==> config.mk <==
export PLATFORM = sky130hd
export DESIGN_NAME = rng_word_collector
export DESIGN_NICKNAME = d
export VERILOG_FILES = /design/src/rtl/rng_pkg.sv /design/src/rtl/von_neumann_debias.sv /design/src/rtl/rng_word_collector.sv
export SDC_FILE = /design/constraint.sdc
export NUM_CORES = 1
export LEC_CHECK = 0
export CORE_MARGIN = 2
export CORE_UTILIZATION = 54
export CTS_BUF_LIST = sky130_fd_sc_hd__clkbuf_8
export CTS_CLUSTER_DIAMETER = 80
export DETAILED_ROUTE_END_ITERATION = 6
export GPL_TIMING_DRIVEN = 0
export PLACE_DENSITY = 0.8
export SYNTH_ARGS = -nofsm -noshare
export SYNTH_HDL_FRONTEND = slang
export SYNTH_SLANG_ARGS = --single-unit
==> constraint.sdc <==
create_clock -name i_clk -period 2.1 [get_ports i_clk]
set_input_delay 0.315 -clock i_clk [delete_from_list [all_inputs] [get_ports i_clk]]
set_output_delay 0.315 -clock i_clk [all_outputs]
set_load 0.01 [all_outputs]
==> src/rtl/rng_pkg.sv <==
`default_nettype none
// ============================================================================
//  Module      : rng_pkg
//  Description : Shared definitions for the RNG word collector: default word
//                width and the von Neumann pair-state encoding.
//  Revision    : 1.0  initial release
// ============================================================================
package rng_pkg;

  localparam int WORD_W_DEFAULT = 8;

  // Pair FSM: S_FIRST waits for b0, S_SECOND waits for b1.
  typedef enum logic [0:0] {
    S_FIRST  = 1'b0,
    S_SECOND = 1'b1
  } vn_state_e;

endpackage : rng_pkg
`default_nettype wire

==> src/rtl/von_neumann_debias.sv <==
`default_nettype none
// ============================================================================
//  Module      : von_neumann_debias
//  Description : Optional von Neumann debiaser for a serial bit stream.
//                Enabled: non-overlapping pairs (b0,b1); 10 -> 1, 01 -> 0,
//                equal pairs dropped. Disabled: valid bits pass straight
//                through and the pair FSM is held in S_FIRST.
//  Ports       : i_clk        system clock (rising edge)
//                i_rst_n      asynchronous active-low reset
//                i_bit        input bit
//                i_bit_valid  i_bit is meaningful this cycle
//                i_en         1 = debias, 0 = raw pass-through
//                o_bit        accepted bit
//                o_bit_valid  strobe: o_bit is accepted this cycle
//  Revision    : 1.0  initial release
// ============================================================================
module von_neumann_debias
  import rng_pkg::*;
(
  input  logic i_clk,
  input  logic i_rst_n,
  input  logic i_bit,
  input  logic i_bit_valid,
  input  logic i_en,
  output logic o_bit,
  output logic o_bit_valid
);

  vn_state_e state_q, state_d;
  logic      b0_q, b0_d;

  always_ff @(posedge i_clk or negedge i_rst_n) begin
    if (!i_rst_n) begin
      state_q <= S_FIRST;
      b0_q    <= 1'b0;
    end else begin
      state_q <= state_d;
      b0_q    <= b0_d;
    end
  end

  always_comb begin
    state_d     = state_q;
    b0_d        = b0_q;
    o_bit       = b0_q;
    o_bit_valid = 1'b0;

    if (!i_en) begin
      // Raw mode; any half-collected pair is thrown away.
      state_d     = S_FIRST;
      b0_d        = 1'b0;
      o_bit       = i_bit;
      o_bit_valid = i_bit_valid;
    end else if (i_bit_valid) begin
      case (state_q)
        S_FIRST: begin
          b0_d    = i_bit;
          state_d = S_SECOND;
        end
        S_SECOND: begin
          // Unequal pair yields b0; equal pair is discarded.
          o_bit_valid = (b0_q != i_bit);
          state_d     = S_FIRST;
        end
        default: state_d = S_FIRST;
      endcase
    end
  end

endmodule : von_neumann_debias
`default_nettype wire

==> src/rtl/rng_word_collector.sv <==
`default_nettype none
// ============================================================================
//  Module      : rng_word_collector
//  Description : Collects (optionally debiased) random bits into WORD_W-bit
//                words, first accepted bit in the MSB, and offers them on a
//                valid/ready handshake. Words completing while the output is
//                occupied and not being taken are dropped and flagged.
//  Ports       : i_clk, i_rst_n      clock / async active-low reset
//                i_bit, i_bit_valid  serial random bit stream
//                i_debias_en         von Neumann debias enable
//                i_ready             downstream accepts o_word
//                i_ovr_clr           clears o_overrun
//                o_word, o_valid     output word and its valid flag
//                o_overrun           sticky dropped-word flag
//  Revision    : 1.0  initial release
// ============================================================================
module rng_word_collector
  import rng_pkg::*;
#(
  parameter int WORD_W = WORD_W_DEFAULT
) (
  input  logic              i_clk,
  input  logic              i_rst_n,
  input  logic              i_bit,
  input  logic              i_bit_valid,
  input  logic              i_debias_en,
  input  logic              i_ready,
  input  logic              i_ovr_clr,
  output logic [WORD_W-1:0] o_word,
  output logic              o_valid,
  output logic              o_overrun
);

  localparam int              CNT_W    = $clog2(WORD_W);
  localparam logic [CNT_W-1:0] CNT_LAST = CNT_W'(WORD_W - 1);

  logic              w_acc_bit;
  logic              w_acc_valid;
  logic              w_word_done;
  logic              w_load;
  logic              w_drop;
  logic [WORD_W-1:0] w_full_word;

  logic [WORD_W-1:0] shreg_q, shreg_d;
  logic [CNT_W-1:0]  cnt_q,   cnt_d;
  logic [WORD_W-1:0] word_q,  word_d;
  logic              valid_q, valid_d;
  logic              ovr_q,   ovr_d;

  von_neumann_debias u_debias (
    .i_clk       (i_clk),
    .i_rst_n     (i_rst_n),
    .i_bit       (i_bit),
    .i_bit_valid (i_bit_valid),
    .i_en        (i_debias_en),
    .o_bit       (w_acc_bit),
    .o_bit_valid (w_acc_valid)
  );

  assign w_full_word = {shreg_q[WORD_W-2:0], w_acc_bit};
  assign w_word_done = w_acc_valid && (cnt_q == CNT_LAST);
  // The output slot is free if empty or being emptied on this same edge.
  assign w_load      = w_word_done && (!valid_q || i_ready);
  assign w_drop      = w_word_done && valid_q && !i_ready;

  always_comb begin
    shreg_d = shreg_q;
    cnt_d   = cnt_q;
    word_d  = word_q;
    valid_d = valid_q;
    ovr_d   = ovr_q;

    if (w_acc_valid) begin
      shreg_d = w_full_word;
      cnt_d   = w_word_done ? '0 : cnt_q + 1'b1;
    end

    if (valid_q && i_ready) begin
      valid_d = 1'b0;
    end
    if (w_load) begin
      word_d  = w_full_word;
      valid_d = 1'b1;
    end

    // Set has priority over clear.
    if (w_drop) begin
      ovr_d = 1'b1;
    end else if (i_ovr_clr) begin
      ovr_d = 1'b0;
    end
  end

  always_ff @(posedge i_clk or negedge i_rst_n) begin
    if (!i_rst_n) begin
      shreg_q <= '0;
      cnt_q   <= '0;
      word_q  <= '0;
      valid_q <= 1'b0;
      ovr_q   <= 1'b0;
    end else begin
      shreg_q <= shreg_d;
      cnt_q   <= cnt_d;
      word_q  <= word_d;
      valid_q <= valid_d;
      ovr_q   <= ovr_d;
    end
  end

  assign o_word    = word_q;
  assign o_valid   = valid_q;
  assign o_overrun = ovr_q;

endmodule : rng_word_collector
`default_nettype wire

==> flow_metrics.py, run 1 <==
metrics = {
    "worst_setup_path": {
        "cp-end-kind": "flop",
        "ff2ff_path_depth": 6,
        "timing.rr.end": "o_word[2]$_DFFE_PN0P_",
        "worstPathArrival_ns": 1.84,
        "crit_end": "o_word[2]$_DFFE_PN0P_",
        "cp_max_fo": 10,
        "critPathRequiredTime_ns": 2.28,
        "r2r_start": "cnt_q[0]$_DFFE_PN0P_",
        "ff2ff_setup_slack_ns": 0.44,
        "startpoint_type": "flop",
        "setup.worst_path.start": "cnt_q[0]$_DFFE_PN0P_",
        "critPathKind": "flop to flop",
    },
    "timing": {
        "grt_setup_unrepaired": "false",
        "timing.slew.headroom_pct": 38.62,
        "holdWs_ns": 0.5262,
        "skew_ns": 0.006616,
        "drv_slew": 0,
        "fmax_ghz": 0.6017,
        "hold_viol": 0,
        "tightest_slew_ns": 0.9178,
        "setup_violations": 0,
        "post-route-period-util_pct": 79.14,
        "min_period_ns": 1.662,
        "final.setup.tns_ns": 0,
    },
    "finish": {
        "fin_area_um2": 1299,
        "instances_no_fill": 132,
        "drive_gt1_share_pct": 19.05,
        "syn_to_final_growth_pct": 22.12,
        "final_util_pct": 68.29,
        "finalNetCount": 116,
        "diodes": 0,
    },
    "power_and_ir_drop": {
        "seq_power_share_pct": 46.2,
        "p_int_mw": 0.9737,
        "power.density_nw_per_um2": 1078,
        "clock_power_share_pct": 18.3,
        "ir_worst_vdd_v": 0.0006368,
        "netSwitchingFraction_pct": 30.48,
        "leakagePower_nw": 0.5314,
        "p_switching_mw": 0.4269,
        "pwr-share-comb_pct": 35.5,
    },
    "clocking": {
        "cts_tree": "built",
        "cts-root-buf": "clkbuf_8",
        "cts_setup_buffers": 0,
        "cts_max_path_buffers": 2,
        "post_cts_resized": 0,
        "cts_made_buffers": 3,
        "clk_pin_slew_ns": 0.08,
        "clock-sinks": 22,
        "postCtsHoldBufs": 0,
        "h-tree-depth": 1,
        "insertion_delay_ns": 0.26,
    },
    "synth": {
        "ys.flop_type": "dfrtp_1",
        "ys_top_cells_by_count": "dfrtp_1, mux2_2, o31ai_1",
        "synth_top_area_share_pct": 51.76,
        "synth_area_um2": 1064,
        "synth-seq-area-share_pct": 51.76,
        "synth_fa_ha_area_share_pct": 2.353,
        "synth.distinct_cells": 26,
        "yosysWarnings": 0,
        "synth.area.top_cells": "dfrtp_1, mux2_2, o31ai_1",
        "synth_top_family_by_area": "compound AO/OA/AOI/OAI gates",
        "yosys.area_share.simple_pct": 11.18,
        "synthCells": 86,
        "muxShareOfSynthArea_pct": 12.94,
        "synth-edff-count": 0,
        "syn_nets": 95,
        "synth_top_area_cell": "dfrtp_1",
        "async_flop_share_pct": 100.0,
        "synth_compound_area_share_pct": 15.41,
        "synth_area_per_cell_um2": 12.37,
        "synth.most_common_cell": "dfrtp_1",
        "synthXorXnorAreaFrac_pct": 1.529,
        "ys_seq_elements": 22,
    },
    "route": {
        "wirelength_um": 1860,
        "drc": 0,
        "drt_pre_antenna_iters": 4,
        "vias": 738,
        "via_per_inst": 5.591,
        "antenna_left": 0,
        "routedWlPerCell_um": 14.09,
        "drt_iter0_markers": 7,
    },
    "placement": {
        "place_hpwl_um": 1354,
        "io_buffers": 16,
        "place_inst": 129,
        "post_dp_cell_area_um2": 1257,
        "routabilityCongestion": 0.7604,
    },
    "run": {
        "cap_viol_max_count": 0,
    },
    "floorplan": {
        "initial_core_util_pct": 55.92,
        "fp-row-count": 16,
        "dieArea_um2": 2341,
        "core_area_um2": 1902,
        "io_pins": 17,
        "dieWidth_um": 48.38,
        "die_h_um": 48.38,
    },
    "global_route": {
        "grt_pass1_wl_um": 3249,
        "first_global_vias": 711,
        "gr-usage-all-layers_pct": 18.10,
        "grt_max_degree": 23,
        "antenna_found_initial": 0,
        "overflow": 0,
    },
    "worst_hold_path": {
        "hp-class": "flop to flop",
        "hold_path_startpoint": "cnt_q[1]$_DFFE_PN0P_",
    },
    "outcome": {
        "run_status": "completed",
    },
}
-- per-stage QoR --
stage,power [mW],setup slack [ns]
2_1_floorplan,0.9543,0.6619
3_3_place_gp,1.130,0.1984
3_5_place_dp,1.158,0.1849
4_1_cts,1.415,0.4300
5_1_grt,1.500,0.2862
6_report,1.401,0.4381
-- layer usage --
layer	part of all wire, %	GRT usage, %	wire length [µm]
met1	44	23.97	823
met2	50	29.17	938
met3	3.3	3.086	61
met4	1.9	8.571	36
met5	0	0	0
-- cell usage in the layout, fill, tap and decap left out, types with 2 or more instances in the layout --
cell type / synthesis / layout
mux2_2: 10 / 10
nand2b_1: 4 / 4
o31ai_1: 8 / 8
o22ai_1: 7 / 7
nor2b_1: 4 / 4
dfrtp_1: 22 / 22
ha_1: 2 / 2
nand3_1: 7 / 7
clkbuf_8: 1 / 4
clkdlybuf4s50_1: 0 / 16
clkbuf_1: 3 / 3
inv_1: 3 / 3
-- registers in the layout, summed over array words and instances, names as in the netlist --
name and flops:
u_debias.b0_q 1, o_overrun 1, o_word 8, cnt_q 3, shreg_q 7, o_valid 1, u_debias.state_q 1
-- worst max-delay path, stage by stage (launching register included) --
cell and delay (ns):
dfrtp_1 0.40, ha_1 0.20, ha_1 0.19, inv_1 0.13
clkbuf_1 0.36, o31ai_1 0.14, o22ai_1 0.15
-- cell type report --
class,instances,area (µm²)
fillers,146,603.1
flip-flops and latches,22,550.5
multi-input cells,55,461.7
repair buffers,16,160.2
clock buffers,3,41.29
plain buffers,6,40.04
well taps,27,33.78
inverters,3,11.26
-- power groups by stage --
stage / logic [mW] / clock network, mW / registers, mW
2_1_floorplan: 0.291 / 0 / 0.663
3_3_place_gp: 0.483 / 0 / 0.647
3_5_place_dp: 0.502 / 0 / 0.656
4_1_cts: 0.505 / 0.262 / 0.648
5_1_grt: 0.554 / 0.279 / 0.667
6_report: 0.498 / 0.256 / 0.647
-- worst min-delay path by stage --
stage                             end  slack, ns  cells past startpoint
2_1_floorplan    cnt_q[0]$_DFFE_PN0P_       0.02                      0
3_3_place_gp   shreg_q[6]$_DFFE_PN0P_       0.49                      1
3_5_place_dp     cnt_q[2]$_DFFE_PN0P_       0.51                      1
4_1_cts          cnt_q[2]$_DFFE_PN0P_       0.52                      1
5_1_grt        shreg_q[6]$_DFFE_PN0P_       0.55                      1
6_report         cnt_q[1]$_DFFE_PN0P_       0.53                      1
-- kinds of logic (layout without fill, tap and decap cells) --
family	Yosys count	in the layout
buffers and inverters	9	28
XOR/XNOR	1	1
multiplexers	12	12
flip-flops	22	22
adder cells (fa/ha/maj)	2	2
AO/OA/AOI/OAI	21	21
AND/OR/NAND/NOR	19	19
No activity file was read; power rests on OpenSTA's default activity.
==> run 2: changes to the inputs <==
CORE_UTILIZATION = 49   (was 54)
PLACE_DENSITY = 0.77   (was 0.8)
clock period = 1.4 ns   (was 2.1 ns; I/O delays follow)
==> flow_metrics.py, run 2 (synthesized netlist as in run 1, its figures left out) <==
metrics = {
    "outcome": {
        "run_status": "finished, violations left",
        "violations": "negative setup slack",
    },
    "clocking": {
        "postCtsHoldBufs": 0,
        "clock-sinks": 22,
        "cts_tree": "built",
        "insertion_delay_ns": 0.26,
        "cts_max_path_buffers": 2,
        "cts-root-buf": "clkbuf_8",
        "clk_pin_slew_ns": 0.08,
        "cts_made_buffers": 3,
        "h-tree-depth": 1,
    },
    "finish": {
        "finalNetCount": 125,
        "final_util_pct": 79.19,
        "instances_no_fill": 142,
        "diodes": 0,
        "final_common_cell": "dfrtp_1",
        "syn_to_final_growth_pct": 49.06,
        "drive_gt1_share_pct": 42.61,
        "largest_reg_flops": 8,
        "final_cell_mix": "dfrtp_1, mux2_2, dlymetal6s2s_1",
    },
    "timing": {
        "min_period_ns": 1.430,
        "grt_setup_unrepaired": "true",
        "tightest_slew_ns": 0.9855,
        "skew_ns": 0.008446,
        "setup_violations": 2,
        "timing.slew.headroom_pct": 34.09,
        "setup_ws_ns": -0.02988,
        "post-route-period-util_pct": 102.1,
        "fmax_ghz": 0.6994,
        "holdWs_ns": 0.4023,
        "hold_viol": 0,
        "drv_slew": 0,
    },
    "placement": {
        "place_inst": 129,
        "place_hpwl_um": 1378,
        "io_buffers": 16,
        "routabilityCongestion": 0.7778,
    },
    "worst_setup_path": {
        "startpoint_type": "flop",
        "slowest_delay_ns": 0.45,
        "ff2ff_path_depth": 4,
        "critPathRequiredTime_ns": 1.55,
        "critPathKind": "flop to flop",
        "path_cells": "xnor2_4, o21a_1, buf_6, mux2_4",
        "r2r_start": "u_debias.b0_q$_DFFE_PN0P_",
        "timing.rr.end": "shreg_q[1]$_DFFE_PN0P_",
        "cp-end-kind": "flop",
        "worstPathArrival_ns": 1.58,
        "ff2ff_setup_slack_ns": -0.03,
        "cp_max_fo": 8,
        "cp_slowest_cell": "dfrtp_2",
    },
    "power_and_ir_drop": {
        "ir_worst_vdd_v": 0.001229,
        "seq_power_share_pct": 41.3,
        "clock_power_share_pct": 17.8,
        "netSwitchingFraction_pct": 33.00,
        "leakagePower_nw": 0.7577,
        "power.density_nw_per_um2": 1566,
        "p_switching_mw": 0.8196,
        "p_int_mw": 1.664,
        "pwr-share-comb_pct": 40.9,
    },
    "worst_hold_path": {
        "whs_endpoint": "u_debias.state_q$_DFFE_PN0P_",
        "hp-class": "input pin to flop",
        "hold_path_startpoint": "i_bit_valid",
        "hold_path_depth": 3,
    },
    "floorplan": {
        "fp-row-count": 16,
        "dieArea_um2": 2559,
        "core_area_um2": 2002,
        "dieWidth_um": 50.59,
        "io_pins": 17,
        "die_h_um": 50.59,
        "initial_core_util_pct": 53.13,
    },
    "global_route": {
        "antenna_found_initial": 0,
        "gr-usage-all-layers_pct": 18.01,
        "overflow": 0,
        "grt_max_degree": 23,
        "first_global_vias": 723,
        "grt_pass1_wl_um": 3408,
    },
    "route": {
        "drt_pre_antenna_iters": 4,
        "antenna_left": 0,
        "via_per_inst": 5.761,
        "routedWlPerCell_um": 19.19,
        "drt_iter0_markers": 25,
        "wirelength_um": 2725,
        "drc": 0,
        "vias": 818,
    },
    "run": {
        "cap_viol_max_count": 0,
    },
}
run 2: cell types whose count changed in the layout (fill, tap and decap cells not counted), sizes merged:
cell / delta
buf: +12
clkdlybuf4s50: -11
dlygate4sd2: +2
dlymetal6s2s: +9
clkbuf: -2
run 2: cell type report:
cell class                 instances  area [µm²]
tap                               27       33.78
fill                             113       416.7
inverter                           3       13.76
buffer                             6       56.30
clock buffer                       4       55.05
sequential                        22       551.8
multi-input combinational         55       610.6
timing repair buffer              25       264.0
run 2: how the worst max path moves through the flow:
stage / from / to / slack (ns)
2_1_floorplan: u_debias.b0_q$_DFFE_PN0P_ / shreg_q[1]$_DFFE_PN0P_ / -0.02
3_3_place_gp: i_bit / shreg_q[1]$_DFFE_PN0P_ / -0.40
3_5_place_dp: i_bit / shreg_q[1]$_DFFE_PN0P_ / -0.44
4_1_cts: u_debias.b0_q$_DFFE_PN0P_ / shreg_q[1]$_DFFE_PN0P_ / -0.02
6_report: u_debias.b0_q$_DFFE_PN0P_ / shreg_q[1]$_DFFE_PN0P_ / -0.03
5_1_grt: u_debias.b0_q$_DFFE_PN0P_ / shreg_q[1]$_DFFE_PN0P_ / -0.09
run 2: per-layer routing:
| metal | share of wire [%] | global-route usage, % | vias up | routed length, µm |
|---|---|---|---|---|
| met5 | 0 | 0 | - | 0 |
| met2 | 51 | 29.61 | 32 | 1380 |
| met1 | 42 | 23.42 | 406 | 1155 |
| met3 | 6.5 | 5.357 | 2 | 177 |
| met4 | 0.44 | 4.054 | 0 | 12 |
| li1 | - | - | 378 | - |
run 2: critical path, delay by kind of cell (launching register included):
family,cells,cell delay (ns)
multiplexers,1,0.30
buffers and inverters,1,0.15
AO/OA/AOI/OAI,1,0.22
flip-flops,1,0.45
XOR/XNOR,1,0.20
run 2: timing repair:
action,in CTS,in global routing
pin swaps,5,7
gates cloned,0,0
hold endpoints to repair,0,0
setup endpoints to repair,20,19
setup buffers,5,4
gates resized for setup,16,28
run 2: power groups by stage:
stage / logic [mW] / clock network (mW) / registers, mW
6_report: 1.01 / 0.443 / 1.03
5_1_grt: 1.10 / 0.482 / 1.05
4_1_cts: 0.863 / 0.448 / 0.983
3_5_place_dp: 0.756 / 0 / 0.982
3_3_place_gp: 0.733 / 0 / 0.970
2_1_floorplan: 0.441 / 0 / 0.995
run 2: per-stage QoR:
| stage | setup TNS (ns) | cell area, µm² | power (mW) | setup WS [ns] |
|---|---|---|---|---|
| global route | -0.5048 | 1585 | 2.634 | -0.08921 |
| finish | -0.04246 | 1585 | 2.483 | -0.02988 |
| global placement | -6.313 | 1262 | 1.702 | -0.3952 |
| CTS | -0.01897 | 1424 | 2.293 | -0.01897 |
| floorplan | -0.01538 | 1069 | 1.436 | -0.01538 |
| detailed placement | -7.213 | 1262 | 1.738 | -0.4403 |
==> run 3: changes to the inputs <==
CORE_UTILIZATION = 54   (was 49)
CTS_BUF_LIST = sky130_fd_sc_hd__clkbuf_8 sky130_fd_sc_hd__clkbuf_16   (was sky130_fd_sc_hd__clkbuf_8)
DONT_BUFFER_PORTS = 1   (was unset)
PLACE_DENSITY = 0.72   (was 0.77)
==> flow_metrics.py, run 3 (synthesized netlist as in run 1, its figures left out) <==
metrics = {
    "timing": {
        "setup_violations": 8,
        "post-route-period-util_pct": 104.6,
        "tightest_slew_ns": 1.003,
        "skew_ns": 0.005401,
        "grt_setup_unrepaired": "true",
        "timing.slew.headroom_pct": 33.11,
        "setup_ws_ns": -0.06412,
        "fmax_ghz": 0.6830,
        "drv_slew": 0,
        "hold_viol": 0,
        "min_period_ns": 1.464,
    },
    "finish": {
        "finalNetCount": 111,
        "final_common_cell": "dfrtp_1",
        "drive_gt1_share_pct": 44.00,
        "final_cell_mix": "dfrtp_1, mux2_2, buf_4",
        "diodes": 0,
        "syn_to_final_growth_pct": 25.18,
        "fin_area_um2": 1331,
        "instances_no_fill": 127,
        "largest_reg_flops": 8,
    },
    "worst_setup_path": {
        "ff2ff_path_depth": 5,
        "ff2ff_setup_slack_ns": -0.06,
        "startpoint_type": "flop",
        "critPathRequiredTime_ns": 1.53,
        "critPathKind": "flop to flop",
        "cp-end-kind": "flop",
        "timing.rr.end": "o_word[3]$_DFFE_PN0P_",
        "worstPathArrival_ns": 1.59,
        "cp_max_fo": 3,
        "r2r_start": "u_debias.b0_q$_DFFE_PN0P_",
    },
    "route": {
        "drt_pre_antenna_iters": 5,
        "routedWlPerCell_um": 18.91,
        "drc": 0,
        "via_per_inst": 5.898,
        "wirelength_um": 2402,
        "vias": 749,
        "antenna_left": 0,
        "drt_iter0_markers": 16,
    },
    "power_and_ir_drop": {
        "netSwitchingFraction_pct": 33.16,
        "p_switching_mw": 0.7031,
        "pwr-share-comb_pct": 32.9,
        "power.density_nw_per_um2": 1593,
        "p_int_mw": 1.418,
        "leakagePower_nw": 0.5581,
        "clock_power_share_pct": 17.8,
        "seq_power_share_pct": 49.2,
        "ir_worst_vdd_v": 0.0007857,
    },
    "floorplan": {
        "dieArea_um2": 2341,
        "fp-row-count": 16,
        "die_h_um": 48.38,
        "initial_core_util_pct": 55.92,
        "core_area_um2": 1902,
        "dieWidth_um": 48.38,
        "io_pins": 17,
    },
    "placement": {
        "post_dp_cell_area_um2": 1102,
        "io_buffers": 0,
        "place_inst": 113,
        "routabilityCongestion": 0.7751,
    },
    "worst_hold_path": {
        "hold_path_depth": 1,
        "hp-class": "input pin to flop",
        "whs_endpoint": "o_overrun$_DFFE_PN0P_",
        "hold_path_startpoint": "i_ovr_clr",
    },
    "run": {
        "cap_viol_max_count": 0,
    },
    "outcome": {
        "run_status": "finished, violations left",
        "violations": "negative setup slack",
    },
    "global_route": {
        "gr-usage-met3_pct": 3.395,
        "gr-usage-met1_pct": 28.10,
        "grt_max_degree": 23,
        "first_global_vias": 762,
        "busiest_layer": "met2",
        "grt_pass1_wl_um": 3670,
        "overflow": 0,
        "grt_util_met2_pct": 33.80,
        "antenna_found_initial": 0,
        "gr-usage-all-layers_pct": 20.64,
    },
    "clocking": {
        "cts-root-buf": "clkbuf_8",
        "cts_tree": "built",
        "cts_max_path_buffers": 2,
        "clk_pin_slew_ns": 0.08,
        "insertion_delay_ns": 0.26,
        "clock-sinks": 22,
        "cts_made_buffers": 3,
        "h-tree-depth": 1,
    },
}
-- run 3: cell count changes in the layout (fill, tap and decap cells not counted), sizes merged --
cell	before	now
dlygate4sd2	2	0
clkbuf	5	6
dlymetal6s2s	9	0
clkdlybuf4s50	5	0
buf	14	13
dlymetal6s4s	0	1
-- run 3: metrics by stage --
| stage | TNS, ns | power, mW | hold WS (ns) | setup WS [ns] | util, % |
|---|---|---|---|---|---|
| 6_report | -0.4459 | 2.121 | 0.04416 | -0.06412 | 70.00 |
| 5_1_grt | -1.136 | 2.278 | 0.04005 | -0.1255 | 70.00 |
| 4_1_cts | -0.003509 | 2.036 | 0.04275 | -0.001785 | 66.18 |
| 3_5_place_dp | -1.792 | 1.550 | -0.08508 | -0.1668 | 57.96 |
| 3_3_place_gp | -1.408 | 1.519 | -0.08514 | -0.1437 | 57.96 |
| 2_1_floorplan | -0.01538 | 1.436 | -0.08559 | -0.01538 | - |
-- run 3: power groups by stage --
stage | clock network [mW] | registers (mW) | logic [mW]
3_5_place_dp | 0 | 1.03 | 0.518
4_1_cts | 0.389 | 1.03 | 0.613
3_3_place_gp | 0 | 1.03 | 0.493
5_1_grt | 0.421 | 1.07 | 0.782
2_1_floorplan | 0 | 0.995 | 0.441
6_report | 0.378 | 1.04 | 0.698
-- run 3: metal layers --
layer / part of all wire, % / up-vias
met4: 1.9 / 0
met2: 50 / 17
li1: - / 347
met3: 3.7 / 9
met5: 0 / -
met1: 44 / 376
-- run 3: how the worst max path moves through the flow --
| stage | from | to | slack (ns) | cells after the start |
|---|---|---|---|---|
| after floorplan | u_debias.b0_q$_DFFE_PN0P_ | shreg_q[1]$_DFFE_PN0P_ | -0.02 | 4 |
| after global placement | o_valid$_DFFE_PN0P_ | o_word[5]$_DFFE_PN0P_ | -0.14 | 4 |
| after detailed placement | o_valid$_DFFE_PN0P_ | o_word[1]$_DFFE_PN0P_ | -0.17 | 4 |
| after CTS | cnt_q[0]$_DFFE_PN0P_ | o_word[1]$_DFFE_PN0P_ | -0.002 | 6 |
| after global routing | cnt_q[0]$_DFFE_PN0P_ | o_word[1]$_DFFE_PN0P_ | -0.13 | 6 |
| final | u_debias.b0_q$_DFFE_PN0P_ | o_word[3]$_DFFE_PN0P_ | -0.06 | 5 |
-- run 3: final cells by class --
type / count / area, µm²
fillers: 131 / 570.5
flip-flops and latches: 22 / 551.8
multi-input cells: 55 / 544.3
clock buffers: 3 / 41.29
well taps: 27 / 33.78
inverters: 3 / 13.76
plain buffers: 6 / 55.05
repair buffers: 11 / 91.34
-- run 3: critical path: stages (launching register included) --
cell	delay, ns
dfrtp_2	0.46
xnor2_4	0.16
buf_4	0.15
nor4_4	0.31
buf_4	0.19
o22ai_1	0.06
-- run 3: repair_timing --
action	in CTS	in global routing
cloned	0	0
hold buffers	1	0
buffers inserted	7	3
pin swaps	5	6
endpoints found under the setup margin	19	18
gates resized for setup	12	12
hold endpoints to repair	22	0
